--- src/rtl/div_requester.sv ---
// Host-side front end for the sequential 10-bit divider: request FIFO, start/hold handshake, result capture.
// Define DIVREQ_TIMEOUT_EN to compile in the WAIT timeout counter and the DRAIN recovery state.
module div_requester #(
   parameter int DEPTH   = 4,
   parameter int TIMEOUT = 63
) (
   input  logic       clk,
   input  logic       rst,
   input  logic       req_valid,
   output logic       req_ready,
   input  logic [9:0] req_a,
   input  logic [9:0] req_b,
   output logic       div_start,
   output logic [9:0] div_a,
   output logic [9:0] div_b,
   input  logic       div_busy,
   input  logic       div_valid,
   input  logic       div_ovf,
   input  logic       div_dvz,
   input  logic [9:0] div_q,
   output logic       rsp_valid,
   input  logic       rsp_ready,
   output logic [9:0] rsp_q,
   output logic [1:0] rsp_status
);

   localparam int AW = $clog2(DEPTH);

   typedef enum logic [1:0] {
      IDLE  = 2'd0,
      ISSUE = 2'd1,
      WAIT  = 2'd2,
      DRAIN = 2'd3
   } state_t;

   state_t      state;
   logic [19:0] mem [DEPTH];
   logic [AW:0] wr_ptr;
   logic [AW:0] rd_ptr;
   logic [19:0] head;
   logic        empty;
   logic        full;
   logic        push;
   logic        pop;
   logic        done;

   // Both host ports are valid/ready: a transfer happens on the rising edge where
   // valid and ready are both high; the offering side holds its data until then.
   assign empty     = (wr_ptr == rd_ptr);
   assign full      = (wr_ptr[AW] != rd_ptr[AW]) && (wr_ptr[AW-1:0] == rd_ptr[AW-1:0]);
   assign req_ready = !full;
   assign push      = req_valid && !full;
   assign pop       = (state == IDLE) && !empty && (!rsp_valid || rsp_ready) && !div_busy;
   assign head      = mem[rd_ptr[AW-1:0]];
   assign done      = div_valid | div_ovf | div_dvz;

   always_ff @(posedge clk) begin
      if (push) begin
         mem[wr_ptr[AW-1:0]] <= {req_a, req_b};
      end
   end

   always_ff @(posedge clk) begin
      if (rst) begin
         wr_ptr <= '0;
         rd_ptr <= '0;
      end else begin
         if (push) wr_ptr <= wr_ptr + (AW+1)'(1);
         if (pop)  rd_ptr <= rd_ptr + (AW+1)'(1);
      end
   end

`ifdef DIVREQ_TIMEOUT_EN
   localparam int TW = (TIMEOUT < 2) ? 1 : $clog2(TIMEOUT + 1);
   localparam logic [TW-1:0] TMAX = TW'(TIMEOUT);
   logic [TW-1:0] tcnt;
`else
   logic unused_timeout;
   assign unused_timeout = |TIMEOUT;
`endif

   always_ff @(posedge clk) begin
      if (rst) begin
         state      <= IDLE;
         div_start  <= 1'b0;
         div_a      <= '0;
         div_b      <= '0;
         rsp_valid  <= 1'b0;
         rsp_q      <= '0;
         rsp_status <= 2'b00;
`ifdef DIVREQ_TIMEOUT_EN
         tcnt       <= '0;
`endif
      end else begin
         div_start <= 1'b0;
         if (rsp_valid && rsp_ready) rsp_valid <= 1'b0;
         case (state)
            IDLE: begin
               if (pop) begin
                  {div_a, div_b} <= head;
                  div_start      <= 1'b1;
                  state          <= ISSUE;
               end
            end
            ISSUE: begin
               state <= WAIT;
`ifdef DIVREQ_TIMEOUT_EN
               tcnt  <= '0;
`endif
            end
            WAIT: begin
               // A completion pulse beats an expiring timeout in the same cycle.
               if (done) begin
                  rsp_valid <= 1'b1;
                  state     <= IDLE;
                  if (div_dvz) begin
                     rsp_q      <= '0;
                     rsp_status <= 2'b10;
                  end else if (div_ovf) begin
                     rsp_q      <= '0;
                     rsp_status <= 2'b01;
                  end else begin
                     rsp_q      <= div_q;
                     rsp_status <= 2'b00;
                  end
               end
`ifdef DIVREQ_TIMEOUT_EN
               else if (tcnt == TMAX) begin
                  rsp_valid  <= 1'b1;
                  rsp_q      <= '0;
                  rsp_status <= 2'b11;
                  state      <= DRAIN;
               end else begin
                  tcnt <= tcnt + TW'(1);
               end
`endif
            end
`ifdef DIVREQ_TIMEOUT_EN
            DRAIN: begin
               if (!div_busy) state <= IDLE;
            end
`endif
            default: state <= IDLE;
         endcase
      end
   end

endmodule
--- config.mk ---
export PLATFORM = sky130hd
export DESIGN_NAME = div_requester
export DESIGN_NICKNAME = d
export VERILOG_FILES = /design/src/rtl/div_requester.sv
export SDC_FILE = /design/constraint.sdc
export NUM_CORES = 1
export LEC_CHECK = 0
export ABC_AREA = 1
export BUFFER_PORTS_ARGS = -buffer_cell sky130_fd_sc_hd__buf_2
export CAP_MARGIN = 40
export CORE_MARGIN = 4
export CORE_UTILIZATION = 55
export CTS_CLUSTER_DIAMETER = 100
export DETAILED_ROUTE_END_ITERATION = 6
export PLACE_DENSITY = 0.84
export SLEW_MARGIN = 5
export SYNTH_ARGS = -nofsm -noshare
export SYNTH_HDL_FRONTEND = slang
export SYNTH_SLANG_ARGS = --single-unit
--- constraint.sdc ---
create_clock -name clk -period 3.4 [get_ports clk]
set_clock_uncertainty 0.2 [all_clocks]
set_input_delay 0.17 -clock clk [delete_from_list [all_inputs] [get_ports clk]]
set_output_delay 0.17 -clock clk [all_outputs]
set_load 0.02 [all_outputs]
# After elaboration in Yosys (flattened, before gate mapping)
# Memories as Yosys holds them, arrays and structs flattened. A register that Yosys moved wholly into a read port is not among the register bits.
# Index checks and enable logic that the tools add are counted.
# Widths: inputs -> output; s select.
# word_totals
regBits	22
mem_bits_rw	80
input_bits	38
output_inout_bits	35
elab_cells	49
mem_count	1
# classes
n_addsub	2
n_eq_ne	7
muxes	13
n_bitwise	3
reduce_logical	16
# mem_list
name	words	width	rd	rd_ports_with_merged_regs	write_ports	line	rtl
mem	4	20	1	1	1	37	logic [19:0] mem [DEPTH];
# op_table
op	n
$mux 10	2
$mux 1	7
$add 3x1->3 const B	2
$logic_and 1x1->1	6
$mux 2	3
$pmux 2 s3	1
$reduce_and 2->1	3
$logic_not 1->1	4
$ne 2x2->1 const B	2
$eq 3x3->1	1
$eq 2x1->1 const B	1
$eq 2x2->1	1
$eq 2x2->1 const B	1
$logic_not 2->1	1
$or 1x1->1	2
$reduce_or 2->1	1
$logic_or 1x1->1	1
$ne 1x1->1	1
$not 1->1	1

# Longest topological paths before layout
# Gate-level depths: netlist of the first run.
# depth
word_depth	7
ltp_mapped	10
mapped_depth_nobuf	8

# Worst setup path before layout of the first run
# No wires, ideal clock.
# synth_path
path_kind	flip-flop to flip-flop
startpoint	register wr_ptr[1]
endpoint	memory mem[0][0] (enable)
setup_time_ns	0.397
arrival_ns	1.918
required_ns	2.803
path_slack_ns	0.885
stages_incl_launch_ff	7
n_path_buf	0
synth_period_minus_slack_ns	2.515
cell_sequence	dfxtp_1 > inv_1 > nand2_1 > nand2_1 > nand3_1 > nand2_1 > nor2_1
# synth_via
elab_chain_len	6
# synth_rtl
item	line	rtl
start: declaration	38	logic [AW:0] wr_ptr;
start signal: assignment	68	if (push) wr_ptr <= wr_ptr + (AW+1)'(1);
$eq 2x2->1	50	assign full = (wr_ptr[AW] != rd_ptr[AW]) && (wr_ptr[AW-1:0] == rd_ptr[AW-1:0]);
$logic_and 1x1->1	50	
$logic_not 1->1	n/a	
via req_ready	10	output logic req_ready,
$logic_and 1x1->1	52	assign push = req_valid && !full;
$mux 1	58	if (push) begin
$mux 1 (not written as such)	59	mem[wr_ptr[AW-1:0]] <= {req_a, req_b};
end: declaration	37	
# The timed path passes the listed nets, and every way through them passes these cells.

# Worst setup path after layout of the first run
# layout_path
startpoint	input port div_dvz
endpoint	register rsp_q[7]
# layout_via
elab_chain_len	2
elab_cells_between_ends	3
cone_classes	mux: 1; bitwise: 1; reduce/logical: 1
# layout_rtl
item	line	rtl
start: declaration	19	input logic div_dvz,
$or 1x1->1	55	assign done = div_valid | div_ovf | div_dvz;
$reduce_and 2->1 (no source line)	n/a	
end signal: assignment	123	rsp_q <= div_q;
end: declaration	23	output logic [9:0] rsp_q,
# Several ways; a longest one is shown, not always the timed one.
# A chain may end at the register's enable or synchronous reset.

==> flow_metrics.py, run 1 <==
metrics = {
    "global_routing": {
        "grt_overflow": 0,
        "grt_pass1_vias": 4405,
        "track_usage": 0.2415,
        "grt_pass1_wl_mm": 21.09,
        "grt_max_degree": 28,
        "grt_antenna_before_repair": 0,
    },
    "sta": {
        "setup_viol": 0,
        "tightest_slew_ns": 0.7922,
        "fin_crit_ns": 2.796,
        "slew_headroom": 0.4712,
        "period_share": 0.8225,
        "rsz0062_at_grt": "no",
        "setup-tns-final_ns": 0,
        "hold_violations": 0,
        "timing.fmax_ghz": 0.3576,
        "report.final.slew_viol_count": 0,
    },
    "setup_path": {
        "crit_chain": "dlygate4sd3_1 -> buf_2 -> nor2_1 -> buf_4 -> a21oi_1 -> buf_4 -> nand3_1 -> dlygate4sd3_1 -> a21oi_1 -> dlygate4sd3_1",
        "r2r-end": "rsp_q[7]$_SDFFE_PP0P_",
        "path_buf_inv": 6,
        "regToRegStartpoint": "state[1]$_SDFFE_PP0P_",
        "critPathTopFamily": "buffers and inverters",
        "critical_path_required_ns": 3.66,
        "path_max_fanout": 12,
        "critPathMostFrequentCell": "dlygate4sd3_1",
        "critPathSlowestCell": "dlygate4sd3_1",
        "start_kind": "input pin",
        "startpoint": "div_dvz",
        "slowest_delay_ns": 0.57,
        "regToRegSetupSlack_ns": 0.74,
        "crit_arrival_ns": 3.06,
        "r2r_cells": 7,
        "critPathKind": "input pin to register",
        "end_kind": "register",
    },
    "pwr": {
        "power_density_nw_per_um2": 650.9,
        "peakVddDrop_mv": 0.3558,
        "leakage_nw": 3.278,
    },
    "clock_tree": {
        "ctsResizeCount": 0,
        "numCtsBuffers": 17,
        "cts-root-buf": "clkbuf_8",
        "post_cts_buffers": 0,
        "cts_tree": "yes",
        "htreeDepth": 4,
        "clk_latency_ns": 0.52,
        "clk_pin_slew_worst_paths_ns": 0.06,
        "cts_max_path_buffers": 2,
        "cts.sinks": 122,
    },
    "final_layout": {
        "fillCellCount": 593,
        "area_growth_pct": 32.05,
        "fin_area_um2": 6877,
        "antennaDiodeCount": 0,
        "final_cell_mix": "nand2_1 (152), inv_1 (114), edfxtp_1 (80)",
        "drive_above_1_share": 0.1653,
        "num-nets-final": 756,
        "final_common_cell": "nand2_1",
    },
    "placement": {
        "portBuffers": 72,
        "placed_area_um2": 5695,
        "dp_hpwl_mm": 7.117,
        "routabilityCongestion": 0.7483,
    },
    "die": {
        "die_x_um": 105.3,
        "start_util": 0.5636,
        "num_rows": 35,
        "fp.dieArea_um2": 11090,
        "dieHeight_um": 105.3,
        "io_pins": 73,
        "coreArea_um2": 9240,
    },
    "logic_synthesis": {
        "synth_seq_cells": 122,
        "synth_top_flop_cell": "edfxtp_1",
        "synth_area_um2": 5207,
        "synthCells": 582,
        "ys_types": 19,
        "ys.warnings.count": 0,
        "synth_edf_count": 80,
        "seq_area_frac_synth": 0.6228,
        "async_flop_share": 0,
        "syn_area_per_cell_um2": 8.948,
        "syn_nets": 625,
    },
    "drt": {
        "wire_per_inst_um": 14.66,
        "drc": 0,
        "dr.pass1.iters": 5,
        "vias_per_cell": 4.982,
        "vias": 4260,
        "first_iter_violations": 311,
        "wirelength_mm": 12.53,
        "ant_nets": 0,
    },
    "worst_hold_path": {
        "min_path_type": "input pin to register",
        "min_delay_path_depth": 5,
        "worstHoldStart": "div_busy",
        "min_to": "state[0]$_SDFFE_PP0P_",
    },
    "flow_run": {
        "cap_violations": 0,
    },
    "outcome": {
        "status": "completed",
    },
}
[Yosys cell counts (2+ instances only)]
cell	number	area share
buf_2	10	0.0096
dfxtp_1	42	0.16
clkbuf_1	12	0.0086
nor2_1	58	0.042
xor2_1	2	0.0034
nand3b_1	3	0.0043
inv_1	114	0.082
ha_1	5	0.012
buf_4	3	0.0043
nand2_1	152	0.11
edfxtp_1	80	0.46
a21oi_1	16	0.015
nand3_1	76	0.073
inv_2	4	0.0029
[repair_timing]
item,CTS,global route
hold buffers,56,0
setup endpoints to repair,0,0
hold endpoints to repair,100,0
[layout make-up]
cell class                      count  area [µm²]  area share
Clock buffer                       17       414.1     0.06023
Timing Repair Buffer              138        1016      0.1477
Tap cell                          129       161.4     0.02347
Clock inverter                     15       198.9     0.02893
Sequential cell                   122        3243      0.4716
Inverter                          118       442.9     0.06441
Multi-Input combinational cell    316        1400      0.2036
[worst reg2reg max path, delay by kind of cell (launching register included)]
family,cells,cell delay (ns)
AOI/OAI and AO/OA,2,0.52
buffers and inverters,3,1.39
DFF,1,0.35
and+or+nand+nor,2,0.13
[routing by layer]
metal	vias to the layer above	GRT usage	part of all wire
met5	-	0	0
met4	0	0.1040	0.018
met3	19	0.05634	0.072
met2	169	0.4276	0.53
met1	2006	0.2783	0.38
li1	2066	-	-
[logic make-up after synthesis]
logic type	Yosys count	share of synthesized area
xor gates and xnor gates	3	0.006489
and+or+nand+nor	292	0.2350
buffers and inverters	144	0.1084
DFF	122	0.6228
adders and majority gates	5	0.01201
AOI/OAI and AO/OA	16	0.01538
[worst max path at each step]
| stage | end | slack [ns] | depth (start not counted) |
|---|---|---|---|
| 4_1_cts | rsp_q[1]$_SDFFE_PP0P_ | 0.48 | 9 |
| 3_5_place_dp | div_b[9]$_SDFFE_PP0P_ | 0.84 | 9 |
| 6_report | rsp_q[7]$_SDFFE_PP0P_ | 0.60 | 10 |
| 2_1_floorplan | mem[0][0]$_DFFE_PP_ | 0.88 | 6 |
| 5_1_grt | rsp_q[7]$_SDFFE_PP0P_ | 0.48 | 10 |
| 3_3_place_gp | div_b[6]$_SDFFE_PP0P_ | 0.88 | 9 |
[state kept, by name, summed over array words and instances (netlist names)]
signal      cells
state           2
mem            80
div_a          10
div_b          10
wr_ptr          3
div_start       1
rsp_q          10
rsp_status      2
rsp_valid       1
rd_ptr          3
[per-stage QoR]
stage / total power (W) / instances / util / worst slack (ns) / hold WS, ns
5_1_grt: 0.004669 / 855 / 0.7442 / 0.4791 / 0.05199
6_report: 0.004476 / 855 / 0.7442 / 0.6036 / 0.03870
2_1_floorplan: 0.002359 / 582 / - / 0.8850 / 0.06887
4_1_cts: 0.004490 / 854 / 0.7434 / 0.4843 / 0.02718
3_3_place_gp: 0.002559 / 765 / 0.6134 / 0.8824 / 0.1823
3_5_place_dp: 0.002605 / 766 / 0.6164 / 0.8444 / 0.1865
[power breakdown]
group | switching [W] | internal, W | total (W)
sequential | 0.0000679 | 0.00170 | 0.00177
clock | 0.000651 | 0.00119 | 0.00184
combinational | 0.000571 | 0.000296 | 0.000867
Note: power is estimated with default switching activity, not from simulation.
==> run 2, diff against run 1 <==
--- a/config.mk
+++ b/config.mk
@@ -5,14 +5,14 @@
 export SDC_FILE = /design/constraint.sdc
 export NUM_CORES = 1
 export LEC_CHECK = 0
-export ABC_AREA = 1
+export ABC_AREA = 0
 export BUFFER_PORTS_ARGS = -buffer_cell sky130_fd_sc_hd__buf_2
 export CAP_MARGIN = 40
 export CORE_MARGIN = 4
 export CORE_UTILIZATION = 55
 export CTS_CLUSTER_DIAMETER = 100
 export DETAILED_ROUTE_END_ITERATION = 6
-export PLACE_DENSITY = 0.84
+export PLACE_DENSITY = 0.85
 export SLEW_MARGIN = 5
 export SYNTH_ARGS = -nofsm -noshare
 export SYNTH_HDL_FRONTEND = slang
==> constraint.sdc (replaced) <==
create_clock -name clk -period 2.8 [get_ports clk]
set_clock_uncertainty 0.2 [all_clocks]
set_input_delay 0.14 -clock clk [delete_from_list [all_inputs] [get_ports clk]]
set_output_delay 0.14 -clock clk [all_outputs]
set_load 0.02 [all_outputs]
==> run 2 against run 1 <==
Cell count shrank 35%. Sequential share of layout area grew 5.4 points. Synthesized cell count shrank 46%. Wire length shrank 19%. Critical path depth shrank 5. First-iteration DRC count shrank 22%. Final area shrank 10%. Combinational power shrank 26%. Setup slack lost 0.26 ns. Worst hold slack gained 0.14 ns. Core utilization grew 0.67 points. Non-clock buffer count shrank 7.
==> flow_metrics.py, run 2 <==
metrics = {
    "outcome": {
        "status": "completed",
    },
    "pwr": {
        "leakage_nw": 2.247,
        "peakVddDrop_mv": 0.4957,
        "power_density_nw_per_um2": 770.0,
        "power.total_w": 0.004751,
    },
    "clock_tree": {
        "clk_latency_ns": 0.51,
        "cts.sinks": 122,
        "numCtsBuffers": 17,
        "htreeDepth": 4,
        "cts_tree": "yes",
        "ctsResizeCount": 0,
        "cts-root-buf": "clkbuf_8",
        "post_cts_buffers": 0,
        "clk_pin_slew_worst_paths_ns": 0.06,
        "cts_max_path_buffers": 2,
    },
    "global_routing": {
        "grt_max_degree": 44,
        "track_usage": 0.2218,
        "grt_antenna_before_repair": 0,
        "grt_pass1_vias": 3322,
        "grt_overflow": 0,
        "grt_pass1_wl_mm": 16.57,
    },
    "drt": {
        "dr.pass1.iters": 4,
        "wire_per_inst_um": 18.19,
        "vias_per_cell": 5.524,
        "drc": 0,
        "first_iter_violations": 244,
        "wirelength_mm": 10.17,
        "ant_nets": 0,
        "vias": 3088,
    },
    "placement": {
        "placed_area_um2": 5096,
        "routabilityCongestion": 0.7977,
        "portBuffers": 72,
        "dp_hpwl_mm": 5.695,
        "dp_slack_ns": 0.5010,
    },
    "logic_synthesis": {
        "yosys-top-cells-count": "edfxtp_1 (80), dfxtp_1 (42), a21oi_1 (35)",
        "synth_top_flop_cell": "edfxtp_1",
        "seq_area_frac_synth": 0.7011,
        "synth_seq_cells": 122,
        "async_flop_share": 0,
        "synthCells": 314,
        "synth_edf_count": 80,
        "synth_top_area_frac": 0.5193,
        "ys.warnings.count": 0,
        "synth_area_um2": 4626,
        "yosys.area.top_type": "edfxtp_1",
        "ys_types": 33,
        "synthTopCellsByArea": "edfxtp_1 (52%), dfxtp_1 (18%), mux4_2 (9.7%)",
        "syn_nets": 357,
        "syn_area_per_cell_um2": 14.73,
        "synth_most_common_cell": "edfxtp_1",
    },
    "sta": {
        "setup_viol": 0,
        "hold_slack_ns": 0.1757,
        "report.final.slew_viol_count": 0,
        "finalWorstSetupSlack_ns": 0.3462,
        "period_share": 0.8764,
        "setup-tns-final_ns": 0,
        "timing.fmax_ghz": 0.4075,
        "slew_headroom": 0.4333,
        "fin_crit_ns": 2.454,
        "tightest_slew_ns": 0.8500,
        "hold_violations": 0,
        "rsz0062_at_grt": "no",
    },
    "flow_run": {
        "cap_violations": 0,
    },
    "final_layout": {
        "area_growth_pct": 33.38,
        "largest_reg_flops": 80,
        "num-nets-final": 484,
        "drive_above_1_share": 0.2930,
        "final_common_cell": "edfxtp_1",
        "fillCellCount": 452,
        "final_cell_mix": "edfxtp_1 (80), buf_2 (72), dlygate4sd3_1 (51)",
        "antennaDiodeCount": 0,
        "fin_area_um2": 6170,
    },
    "setup_path": {
        "crit_chain": "buf_4 -> xnor2_1 -> and3_1 -> o21ai_0 -> a21oi_1",
        "critical_path_required_ns": 3.02,
        "start_kind": "register",
        "critPathKind": "register to register",
        "end_kind": "register",
        "crit_arrival_ns": 2.67,
        "slowest_delay_ns": 0.75,
        "regToRegSetupSlack_ns": 0.35,
        "path_max_fanout": 25,
        "critPathSlowestCell": "and3_1",
    },
    "die": {
        "num_rows": 33,
        "dieHeight_um": 99.71,
        "coreArea_um2": 8217,
        "io_pins": 73,
        "start_util": 0.5630,
        "fp.dieArea_um2": 9941,
        "die_x_um": 99.71,
    },
    "worst_hold_path": {
        "min_path_type": "input pin to register",
    },
}
==> run 2: cell count changes after synthesis, moves of 19 or more <==
| cell | before | now |
|---|---|---|
| nor2_1 | 58 | 10 |
| inv_1 | 114 | 2 |
| nand2_1 | 152 | 10 |
| a21oi_1 | 16 | 35 |
| mux4_2 | 0 | 20 |
| o21ai_0 | 0 | 22 |
| nand3_1 | 76 | 32 |
==> run 2: metrics by stage <==
stage                       util  instances
after floorplan                -        314
after global placement    0.6202        476
after detailed placement  0.6202        476
after CTS                 0.7509        559
after global routing      0.7509        559
final                     0.7509        559
==> run 2: path summary, 6_finish.rpt <==
path                     startpoint               endpoint  depth (start not counted)
max          rd_ptr[1]$_SDFFE_PP0P_  div_b[3]$_SDFFE_PP0P_                          5
min reg2reg   rsp_q[3]$_SDFFE_PP0P_  rsp_q[3]$_SDFFE_PP0P_                          2
min                        req_b[8]    mem[1][8]$_DFFE_PP_                          2
max reg2reg  rd_ptr[1]$_SDFFE_PP0P_  div_b[3]$_SDFFE_PP0P_                          5
==> run 2: kinds of logic after synthesis <==
family / after synthesis / share of synthesized area
xor+xnor: 6 / 0.01136
flops: 122 / 0.7011
fa+ha+maj: 5 / 0.01352
compound gates: 61 / 0.06925
mux: 22 / 0.1020
simple gates: 73 / 0.07953
buf+inv: 25 / 0.02326
==> run 2: final cells by class <==
type	instances	area, µm²	share of cell area
Sequential cell	122	3243	0.5257
Multi-Input combinational cell	167	1281	0.2077
Timing Repair Buffer	131	943.4	0.1529
Inverter	2	7.507	0.001217
Tap cell	105	131.4	0.02129
Clock inverter	15	148.9	0.02413
Clock buffer	17	414.1	0.06713
==> run 2: critical path, delay by kind of cell, from the launching register on <==
family                 cells  cell delay [ns]
AND/OR/NAND/NOR            1             0.75
AO/OA/AOI/OAI              2             0.51
buffers and inverters      1             0.33
flip-flops                 1             0.36
XOR/XNOR                   1             0.19
==> run 2: metal layers <==
metal / vias to the layer above / wire length, µm / global-route usage
met5: - / 0 / 0
met2: 116 / 5316 / 0.3792
met4: 0 / 184 / 0.08613
li1: 1450 / - / -
met3: 20 / 724 / 0.07363
met1: 1502 / 3943 / 0.2586
==> run 2: report_power, final <==
| group | total [W] | switching (W) | leakage (nW) | internal [W] |
|---|---|---|---|---|
| clock | 0.00202 | 0.000765 | 0.258 | 0.00126 |
| sequential | 0.00208 | 0.0000493 | 1.08 | 0.00203 |
| combinational | 0.000643 | 0.000379 | 0.914 | 0.000264 |
| total | 0.00475 | 0.00119 | 2.25 | 0.00356 |
==> run 2: timing repair <==
action	in CTS	in global routing
hold endpoints to repair	111	0
endpoints found under the setup margin	0	0
hold buffers	51	0
